`config.mk`:
```
export PLATFORM = sky130hd
export DESIGN_NAME = capi_psl_afu
export DESIGN_NICKNAME = d
export VERILOG_FILES = /design/src/rtl/capi_psl_afu.sv
export SDC_FILE = /design/constraint.sdc
export NUM_CORES = 1
export LEC_CHECK = 0
export ABC_AREA = 1
export CORE_AREA = 2 2 606 608
export CTS_CLUSTER_DIAMETER = 200
export CTS_CLUSTER_SIZE = 20
export DETAILED_ROUTE_END_ITERATION = 8
export DIE_AREA = 0 0 608 610
export PLACE_DENSITY = 0.3
export SYNTH_ARGS = -nofsm -noshare
export SYNTH_HDL_FRONTEND = slang
export SYNTH_SLANG_ARGS = --single-unit
export TNS_END_PERCENT = 1
```
`constraint.sdc`:
```
create_clock -name ha_pclock -period 1.7 [get_ports ha_pclock]
set_clock_uncertainty 0.2 [all_clocks]
set_input_delay 0.34 -clock ha_pclock [delete_from_list [all_inputs] [get_ports ha_pclock]]
set_output_delay 0.34 -clock ha_pclock [all_outputs]
set_load 0.02 [all_outputs]
```
`src/rtl/capi_psl_afu.sv`:
```
// Minimal CAPI PSL AFU: job control, one WED cache-line read, and a small MMIO space.
// PSL buses use big-endian bit numbering (bit 0 = MSB). Ports are declared [W-1:0], so
// PSL bit k of a W-bit field is index W-1-k here (e.g. ha_bwdata[0:63] is ha_bwdata[511:448]).
module capi_psl_afu #(
    parameter logic [7:0] CMD_TAG = 8'h00,
    parameter logic [3:0] BR_LAT  = 4'd1
) (
    input  logic         ha_pclock,
    input  logic         ha_reset,
    // Command
    output logic         ah_cvalid,
    output logic [7:0]   ah_ctag,
    output logic         ah_ctagpar,
    output logic [12:0]  ah_com,
    output logic         ah_compar,
    output logic [2:0]   ah_cabt,
    output logic [63:0]  ah_cea,
    output logic         ah_ceapar,
    output logic [15:0]  ah_cch,
    output logic [11:0]  ah_csize,
    input  logic [7:0]   ha_croom,
    // Buffer read
    input  logic         ha_brvalid,
    input  logic [7:0]   ha_brtag,
    input  logic         ha_brtagpar,
    input  logic [5:0]   ha_brad,
    output logic [3:0]   ah_brlat,
    output logic [511:0] ah_brdata,
    output logic [7:0]   ah_brpar,
    // Buffer write
    input  logic         ha_bwvalid,
    input  logic [7:0]   ha_bwtag,
    input  logic         ha_bwtagpar,
    input  logic [5:0]   ha_bwad,
    input  logic [511:0] ha_bwdata,
    input  logic [7:0]   ha_bwpar,
    // Response
    input  logic         ha_rvalid,
    input  logic [7:0]   ha_rtag,
    input  logic         ha_rtagpar,
    input  logic [7:0]   ha_response,
    input  logic [8:0]   ha_rcredits,
    input  logic [1:0]   ha_rcachestate,
    input  logic [12:0]  ha_rcachepos,
    // MMIO
    input  logic         ha_mmval,
    input  logic         ha_mmcfg,
    input  logic         ha_mmrnw,
    input  logic         ha_mmdw,
    input  logic [23:0]  ha_mmad,
    input  logic         ha_mmadpar,
    input  logic [63:0]  ha_mmdata,
    input  logic         ha_mmdatapar,
    output logic         ah_mmack,
    output logic [63:0]  ah_mmdata,
    output logic         ah_mmdatapar,
    // Control
    input  logic         ha_jval,
    input  logic [7:0]   ha_jcom,
    input  logic         ha_jcompar,
    input  logic [63:0]  ha_jea,
    input  logic         ha_jeapar,
    output logic         ah_jrunning,
    output logic         ah_jdone,
    output logic         ah_jcack,
    output logic [63:0]  ah_jerror,
    output logic         ah_jyield,
    output logic         ah_tbreq,
    output logic         ah_paren
);

    localparam logic [7:0]  JCOM_RESET = 8'h80;
    localparam logic [7:0]  JCOM_START = 8'h90;
    localparam logic [12:0] COM_READ_CL_NA = 13'h0A00;

    typedef enum logic [1:0] {IDLE, CMD, WAIT, DONE} state_t;

    state_t      state_q;
    logic [63:0] wed_q;
    logic [63:0] qword_q;
    logic [63:0] scratch_q;
    logic        job_reset;
    logic        job_start;
    logic [22:0] mm_reg;
    logic        mm_lower;
    logic [63:0] mm_rdata;

    assign job_reset = ha_jval && (ha_jcom == JCOM_RESET);
    assign job_start = ha_jval && (ha_jcom == JCOM_START);

    // PSL mmad[0:22] is the doubleword register index, mmad[23] picks the word half.
    assign mm_reg   = ha_mmad[23:1];
    assign mm_lower = ha_mmad[0];

    // Constant command fields and tied-off interfaces
    assign ah_ctag    = CMD_TAG;
    assign ah_ctagpar = ~^CMD_TAG;
    assign ah_com     = COM_READ_CL_NA;
    assign ah_compar  = ~^COM_READ_CL_NA;
    assign ah_cabt    = 3'b000;
    assign ah_cea     = wed_q;
    assign ah_ceapar  = ~^wed_q;
    assign ah_cch     = 16'h0000;
    assign ah_csize   = 12'd128;
    assign ah_brlat   = BR_LAT;
    assign ah_brdata  = '0;
    assign ah_brpar   = 8'hFF;
    assign ah_jcack   = 1'b0;
    assign ah_jyield  = 1'b0;
    assign ah_tbreq   = 1'b0;
    assign ah_paren   = 1'b0;
    assign ah_mmdatapar = ~^ah_mmdata;

    // MMIO read mux; word reads replicate the selected half on both halves
    always_comb begin
        mm_rdata = 64'h0;
        if (!ha_mmcfg) begin
            if (ha_mmdw) begin
                if (mm_reg == 23'd0) begin
                    mm_rdata = qword_q;
                end else if (mm_reg == 23'd1) begin
                    mm_rdata = scratch_q;
                end
            end else begin
                if (mm_reg == 23'd0) begin
                    mm_rdata = mm_lower ? {2{qword_q[31:0]}} : {2{qword_q[63:32]}};
                end else if (mm_reg == 23'd1) begin
                    mm_rdata = mm_lower ? {2{scratch_q[31:0]}} : {2{scratch_q[63:32]}};
                end
            end
        end
    end

    // Job FSM: START -> issue one read -> wait for data/response -> done pulse
    always_ff @(posedge ha_pclock) begin
        if (ha_reset || job_reset) begin
            state_q     <= IDLE;
            wed_q       <= 64'h0;
            qword_q     <= 64'h0;
            ah_cvalid   <= 1'b0;
            ah_jrunning <= 1'b0;
            ah_jerror   <= 64'h0;
            // Only the RESET job command is acknowledged with jdone
            ah_jdone    <= !ha_reset;
        end else begin
            ah_cvalid <= 1'b0;
            ah_jdone  <= 1'b0;
            unique case (state_q)
                IDLE: begin
                    if (job_start) begin
                        wed_q       <= ha_jea;
                        ah_jrunning <= 1'b1;
                        ah_jerror   <= 64'h0;
                        state_q     <= CMD;
                    end
                end
                CMD: begin
                    if (ha_croom != 8'd0) begin
                        ah_cvalid <= 1'b1;
                        state_q   <= WAIT;
                    end
                end
                WAIT: begin
                    // Data capture and completion may coincide; both take effect this edge
                    if (ha_bwvalid && (ha_bwtag == CMD_TAG) && !ha_bwad[0]) begin
                        qword_q <= ha_bwdata[511:448];
                    end
                    if (ha_rvalid && (ha_rtag == CMD_TAG)) begin
                        ah_jerror <= {56'h0, ha_response};
                        state_q   <= DONE;
                    end
                end
                DONE: begin
                    ah_jdone    <= 1'b1;
                    ah_jrunning <= 1'b0;
                    state_q     <= IDLE;
                end
                default: state_q <= IDLE;
            endcase
        end
    end

    // MMIO: one-cycle ack, registered read data held between acks, scratch writes
    always_ff @(posedge ha_pclock) begin
        if (ha_reset || job_reset) begin
            ah_mmack  <= 1'b0;
            ah_mmdata <= 64'h0;
            scratch_q <= 64'h0;
        end else begin
            ah_mmack <= ha_mmval;
            if (ha_mmval && ha_mmrnw) begin
                ah_mmdata <= mm_rdata;
            end
            if (ha_mmval && !ha_mmrnw && !ha_mmcfg && (mm_reg == 23'd1)) begin
                if (ha_mmdw) begin
                    scratch_q <= ha_mmdata;
                end else if (mm_lower) begin
                    scratch_q[31:0] <= ha_mmdata[31:0];
                end else begin
                    scratch_q[63:32] <= ha_mmdata[63:32];
                end
            end
        end
    end

    logic unused_inputs;
    assign unused_inputs = ^{ha_brvalid, ha_brtag, ha_brtagpar, ha_brad, ha_bwtagpar,
                             ha_bwad[5:1], ha_bwdata[447:0], ha_bwpar, ha_rtagpar,
                             ha_rcredits, ha_rcachestate, ha_rcachepos, ha_mmadpar,
                             ha_mmdatapar, ha_jcompar, ha_jeapar};

endmodule

```
After elaboration in Yosys (flattened, before gate mapping)
Cells that the tools add are included.
Word-level totals
  register bits: 326
  bits in latches: 0
  RAM bits: 0
  bits in read-only memories: 0
  input port bits: 773
  memories: 0
Operators by class
  add/subtract/negate cells: 0
  $mul: 0
  divide/modulo/power cells: 0
  $lt $le $gt $ge: 0
  equal/unequal tests: 10
  shift operators: 0
  muxes and demuxes: 23
  bitwise operators: 1
  reduce and logical (&&, ||, !) cells: 32
Operator list (number)
  2-to-1 mux 64 bit: 11
  one-hot mux 64 bit (2 select lines): 1
  XNOR reduction 64 bit: 2
  2-to-1 mux 32 bit: 2
  == test 23 x 1 -> 1 bit, second input constant: 1
  zero test 23 bit: 1
  == test 8 bit, second input constant: 2
  zero test 8 bit: 2
  AND reduction 2 bit: 5
  logical AND 1 bit: 9
  inequality test 2 bit, second input constant: 4
  one-hot mux 2 bit (4 select lines): 1
  nonzero test 8 bit: 1
  2-to-1 mux 2 bit: 3
  AND reduction 3 bit: 2
  nonzero test 2 bit: 3
  == test 2 bit, second input constant: 2
  zero test 1 bit: 4
  2-to-1 mux 1 bit: 4
  == test 2 x 1 -> 1 bit, second input constant: 1
  zero test 2 bit: 1
  one-hot mux 1 bit (2 select lines): 1
  OR reduction 2 bit: 1
  logical OR 1 bit: 1
  NOT 1 bit: 1

Logic depth before layout (Yosys ltp)
Gate-level depths: netlist of the first run.
  depth in word-level cells: 5
  gate-level depth with buffers: 15

Worst setup path after synthesis of the first run
Ideal clock, no wire load.
  path type: reg-to-output
  from: register ah_mmdata[60]
  to: output ah_mmdatapar
  arrival time: 1.555 ns
  required time: 1.160 ns
  path slack: -0.395 ns
  stages on the path, launching flop included: 13
  path buffers: 1
  cell sequence: dfxtp_1 clkbuf_1 xor2_1 nand2_1 nand2_1 nand2_1 nand2_1 nand2_1 nand2_1 nand2_1 nand2_1 nand2_1 nand2_1
Between the ends
  cells in the longest elaborated chain, start to end: 1
Ends and longest elaborated chain
  start: declaration: line 55  | output logic [63:0] ah_mmdata,
  start signal: assignment: line 192  | ah_mmdata <= mm_rdata;
  XNOR reduction 64 bit: line 112  | assign ah_mmdatapar = ~^ah_mmdata;
  end: declaration: line 56  | output logic ah_mmdatapar,
No other way between the ends.

Final worst setup path of the first run
  from: register ah_mmdata[56]
  to: output ah_mmdatapar
Same word-level chain as after synthesis.

==> impl_metrics.toml, run 1 <==
[outcome]
status = "complete, but fails checks"
violations = "setup timing"

[drt]
detail_route.wl_per_cell_um = 14.1
ant_nets = 0
detail_route.vias_per_cell = 2.39
dr.pass1.iters = 5
wl_um = 121000
first_iter_violations = 972
vias = 20500
remaining_drc_errors = 0

[place]
io_buffers = 407
dp.cells = 8520
place_congestion = 0.789
place_area_um2 = 31100
dp_hpwl_um = 105000

[critical_path]
crit_fanout = 4
crit_chain = "inv_1 -> nand2_1 -> nand2_2 -> buf_6 -> nand2_2 -> nand2_1 -> nand2_1 -> nand2_2 -> buf_12 -> nand2_8 -> nand2_8 -> nand2_4 -> nand2_2 -> nand2_2 -> nand2_2 -> buf_12"
critPathSlowestCell = "dfxtp_4"
worstSetupEndpointType = "primary output"
cp_data_required_time_ns = 1.16
cp_top_family = "simple AND/OR/NAND/NOR gates"
crit_arrival_ns = 2.21
path_class = "reg -> out"
critPathMaxStageDelay_ns = 0.37
cp_num_buf_inv = 4
critPathLaunchType = "flip-flop"
crit_top_cell = "nand2_2"

[floorplanning]
ios = 1553
core_um2 = 364000
dieArea_um2 = 371000
die_h_um = 610
start_util = 0.0556
num_rows = 222
fp.dieW_um = 608

[final_layout]
nets = 4524
final_common_cell = "nand2_1"
instances_no_fill = 8571
drive_above_1_share = 0.235
area_growth_pct = 66.6
postLayoutCellArea_um2 = 33700
mostFrequentLayoutCells = "893 x nand2_1, 638 x conb_1, 249 x clkdlybuf4s50_1, 225 x buf_6, 192 x nand4_1"

[timing]
timing.final.crit_share = 1.62
max_freq_mhz = 364
grt_setup_unrepaired = "yes"
fin_ws_ns = -1.05
hold_viol_final = 0
post-route-min-period_ns = 2.75
slew_violations = 0
setup_viol = 304

[grt]
grt_pass1_vias = 18700
grt-ovfl-total = 0
antenna_found_initial = 88
grt_pass1_wl_um = 160000
grt_use_total = 0.0620
grt_max_degree = 55

[power]
seqPwrFrac = 0.418
p_per_area_nw_per_um2 = 453
switching_share = 0.367
p_leak_nw = 12.8
switchingPower_mw = 5.61
power.internal_mw = 9.66
p_comb_frac = 0.288
power.share.clock = 0.294
irDropWorstVdd_mv = 0.512

[clocking]
clock-sinks = 270
clockBufferDepth = 3
clk_transition_reported_paths_ns = 0.11
cts_tree = "yes"
cts_buffers = 17
htreeDepth = 1
cts-root-buf = "clkbuf_16"
clk_latency_ns = 0.57

[min_path]
min-delay-path-class = "in -> reg"

[job]
drv_cap = 0

[yosys]
synth-seq-cells = 270
synthTopCellsByArea = "dfxtp_1 27%, buf_4 24%, nand2_1 18%"
synthCells = 3137
avgSynthCellArea_um2 = 6.46
netlist_area_um2 = 20300
ys_warn_count = 0
ys_types = 32
synth_top_area_cell = "dfxtp_1"
synth-seq-area-share = 0.267
synth_top_area_frac = 0.267
metal layers:
layer,wire length (µm),track usage
met1,42700,0.0645
met2,65400,0.121
met3,11200,0.0223
met4,1550,0.00679
met5,324,0
synthesized netlist by cell type:
library cell	number
nor2_1	161
or2_2	1
buf_2	60
and2_1	1
ha_1	4
buf_1	11
nor2_2	2
inv_1	138
inv_2	1
buf_6	6
clkinv_2	2
xor2_1	25
xnor2_1	38
nand3_2	3
a221oi_1	1
nor4_1	6
nor3_1	3
and3_1	1
nand3_1	177
nor3b_1	2
nand4_1	192
clkbuf_1	92
nor3_4	2
buf_4	641
a21oi_1	201
conb_1	2
clkinv_1	1
o21ai_1	64
o21ai_0	65
and2b_1	1
dfxtp_1	270
nand2_1	963
path summary, 6_finish.rpt:
check                      start      endpoint  slack, ns  cells after the start
setup / recovery   ah_mmdata[56]  ah_mmdatapar      -1.05                     16
hold reg to reg      qword_q[45]   qword_q[45]       0.29                      2
setup reg to reg      state_q[0]    qword_q[2]      -0.29                     12
hold / removal    ha_bwdata[504]   qword_q[56]       0.13                      3
flip-flops by register name (all words and copies together), names as in the netlist:
name / cells
qword_q: 64
scratch_q: 64
ah_cea: 64
ah_jdone: 1
ah_mmdata: 64
ah_jerror: 8
ah_cvalid: 1
ah_jrunning: 1
ah_mmack: 1
state_q: 2
worst reg2reg max path, delay by kind of cell, from the launching register on:
family / cells / cell delay (ns)
AND/OR/NAND/NOR: 3 / 0.25
buffers and inverters: 7 / 0.85
adder cells (fa/ha/maj): 1 / 0.16
AO/OA/AOI/OAI: 1 / 0.11
flip-flops: 1 / 0.34
power groups by stage:
stage          sequential, mW  combinational [mW]  clock (mW)
2_1_floorplan            6.66                3.25           0
3_3_place_gp             6.63                4.16           0
3_5_place_dp             6.63                4.16           0
4_1_cts                  6.42                4.39        4.93
5_1_grt                  6.40                4.76        4.98
6_report                 6.38                4.39        4.49
final cells by class:
class | count | area [µm²]
Fill cell | 42600 | 331000
Clock inverter | 2 | 13.8
Timing Repair Buffer | 765 | 8840
Clock buffer | 18 | 429
Inverter | 142 | 573
Multi-Input combinational cell | 2551 | 12000
Antenna cell | 7 | 17.5
Tap cell | 4816 | 6030
Sequential cell | 270 | 5790
stage by stage:
step	utilization	TNS [ns]	worst slack, ns	hold slack, ns	power [mW]
final	0.0926	-42.81	-1.05	0.132	15.3
after global routing	0.0925	-71.68	-1.26	0.108	16.1
after CTS	0.0907	-66.97	-1.18	0.0451	15.7
after detailed placement	0.0854	-296.41	-1.49	0.274	10.8
after global placement	0.0854	-296.95	-1.47	0.272	10.8
after floorplan	-	-12.95	-0.145	0.212	9.91
timing repair:
item	in CTS	in global routing
endpoints found under the setup margin	410	403
buffers inserted	11	10
endpoints found under the hold margin	0	1
cloned	3	1
gates resized for setup	731	160
hold buffers	0	1
pin swaps	51	34
cell families after synthesis:
| family | share of synthesized area |
|---|---|
| AO/OA/AOI/OAI | 0.0820 |
| XOR/XNOR | 0.0272 |
| adder cells (fa/ha/maj) | 0.00247 |
| buffers and inverters | 0.301 |
| flip-flops | 0.267 |
| other | 0.000371 |
| AND/OR/NAND/NOR | 0.320 |
Note: power is estimated with default switching activity, not from simulation.
==> inputs of run 2 (changes only) <==
--- a/config.mk
+++ b/config.mk
@@ -15,4 +15,4 @@
 export SYNTH_ARGS = -nofsm -noshare
 export SYNTH_HDL_FRONTEND = slang
 export SYNTH_SLANG_ARGS = --single-unit
-export TNS_END_PERCENT = 1
+export TNS_END_PERCENT = 10
==> impl_metrics.toml, run 2 (synthesis gave the netlist of run 1 again) <==
[outcome]
status = "complete, but fails checks"
violations = "setup timing"

[grt]
antenna_found_initial = 94
grt_pass1_wl_um = 169000
grt_pass1_vias = 19400
grt_use_total = 0.0663
grt_max_degree = 52
grt-ovfl-total = 0

[critical_path]
crit_fanout = 5
path_class = "reg -> out"
critPathSlowestCell = "dfxtp_4"
crit_top_cell = "nand2_2"
critPathLaunchType = "flip-flop"
worstSetupEndpointType = "primary output"
cp_num_buf_inv = 4
reg2reg_slack_ns = -0.48
crit_chain = "inv_1 -> nand2_1 -> nand2_2 -> nand2_1 -> nand2_1 -> nand2_1 -> nand2_2 -> nand2_2 -> nand2_2 -> buf_12 -> nand2_4 -> nand2_4 -> inv_2 -> nand2_2 -> nand2_4 -> buf_12"
cp_data_required_time_ns = 1.16
critPathMaxStageDelay_ns = 0.38
crit_arrival_ns = 2.23
cp_top_family = "simple AND/OR/NAND/NOR gates"

[drt]
wl_um = 133000
vias = 21300
ant_nets = 0
detail_route.wl_per_cell_um = 15.3
dr.pass1.iters = 7
detail_route.vias_per_cell = 2.44
remaining_drc_errors = 0
first_iter_violations = 933

[final_layout]
nets = 4649
mostFrequentLayoutCells = "815 x nand2_1, 638 x conb_1, 236 x clkdlybuf4s50_1, 217 x buf_4, 209 x buf_6"
drive_above_1_share = 0.307
final_common_cell = "nand2_1"
area_growth_pct = 81.8

[power]
irDropWorstVdd_mv = 0.497
switching_share = 0.367
p_per_area_nw_per_um2 = 441
p_comb_frac = 0.291
seqPwrFrac = 0.394
power.share.clock = 0.315
switchingPower_mw = 5.97
p_leak_nw = 14.3
power_mw = 16.2
power.internal_mw = 10.3

[floorplanning]
die_h_um = 610
dieArea_um2 = 371000
start_util = 0.0556
ios = 1553
fp.dieW_um = 608
num_rows = 222
core_um2 = 364000

[place]
place_congestion = 0.800
io_buffers = 407
dp_hpwl_um = 106000
dp_slack_ns = -1.61

[timing]
post-route-min-period_ns = 2.77
setup_viol = 390
hold_viol_final = 0
slew_violations = 0
timing.final.crit_share = 1.63
grt_setup_unrepaired = "yes"
max_freq_mhz = 362
fin_ws_ns = -1.07

[clocking]
clock-sinks = 270
clk_latency_ns = 0.60
htreeDepth = 1
clockBufferDepth = 3
cts-root-buf = "clkbuf_16"
clk_transition_reported_paths_ns = 0.10
cts_hold_buf = 0
cts_buffers = 18
cts_tree = "yes"

[min_path]
min-delay-path-class = "in -> reg"

[job]
drv_cap = 0
[run 2: cell types whose count changed in the layout (fill, tap and decap cells not counted), sizes merged, moves of 2 or more]
cell / previous run / this run
clkdlybuf4s50: 249 / 236
buf: 500 / 617
clkbuf: 19 / 32
bufbuf: 0 / 11
clkinv: 5 / 3
diode: 7 / 10
inv: 139 / 143
clkdlybuf4s15: 0 / 2
[run 2: repair_timing]
action / CTS / global route
cloned: 43 / 13
buffers inserted: 89 / 13
setup endpoints to repair: 411 / 410
resized for setup: 446 / 700
pin swaps: 150 / 123
[run 2: power by group through the flow]
| stage | Sequential [mW] | Clock [mW] | Combinational [mW] |
|---|---|---|---|
| after floorplan | 6.65 | 0 | 3.25 |
| after global placement | 6.62 | 0 | 4.17 |
| after detailed placement | 6.62 | 0 | 4.17 |
| after CTS | 6.44 | 5.53 | 4.47 |
| after global routing | 6.41 | 5.61 | 5.08 |
| final | 6.39 | 5.11 | 4.73 |
[run 2: final timing paths]
| path | startpoint | endpoint | depth (start not counted) |
|---|---|---|---|
| max | ah_mmdata[27] | ah_mmdatapar | 16 |
| min | ha_bwdata[509] | qword_q[61] | 3 |
| max reg2reg | state_q[0] | qword_q[40] | 11 |
| min reg2reg | ah_mmdata[32] | ah_mmdata[32] | 2 |
[run 2: per-layer routing]
layer | vias to the layer above | global-route usage | wire length [µm]
li1 | 10300 | - | -
met3 | 201 | 0.0266 | 12600
met4 | 60 | 0.0106 | 3050
met2 | 855 | 0.130 | 72200
met5 | - | 0 | 388
met1 | 9801 | 0.0656 | 44900
[run 2: layout make-up]
class | count | area (µm²)
multi-input combinational | 2551 | 12800
tap | 4816 | 6030
inverter | 142 | 599
clock buffer | 23 | 490
clock inverter | 3 | 57.6
timing repair buffer | 887 | 11000
sequential | 270 | 5750
fill | 42400 | 328000
antenna | 10 | 25.0
timing repair inverter | 2 | 36.3
[run 2: per-stage QoR]
stage,hold slack [ns],setup TNS [ns],util,instance area [µm²],std cells
after floorplan,0.212,-9.47,-,22900,3773
after global placement,0.268,-365.35,0.0859,31300,8537
after detailed placement,0.273,-356.08,0.0859,31300,8537
after CTS,0.0294,-124.20,0.0957,34900,8689
after global routing,0.0767,-78.78,0.101,36800,8698
final,0.104,-49.30,0.101,36800,8704
[run 2: worst min-delay path: cells and delay by family]
kind / cells / cell delay (ns)
buffers and inverters: 1 / 0.40
AND/OR/NAND/NOR: 1 / 0.07
AO/OA/AOI/OAI: 1 / 0.05
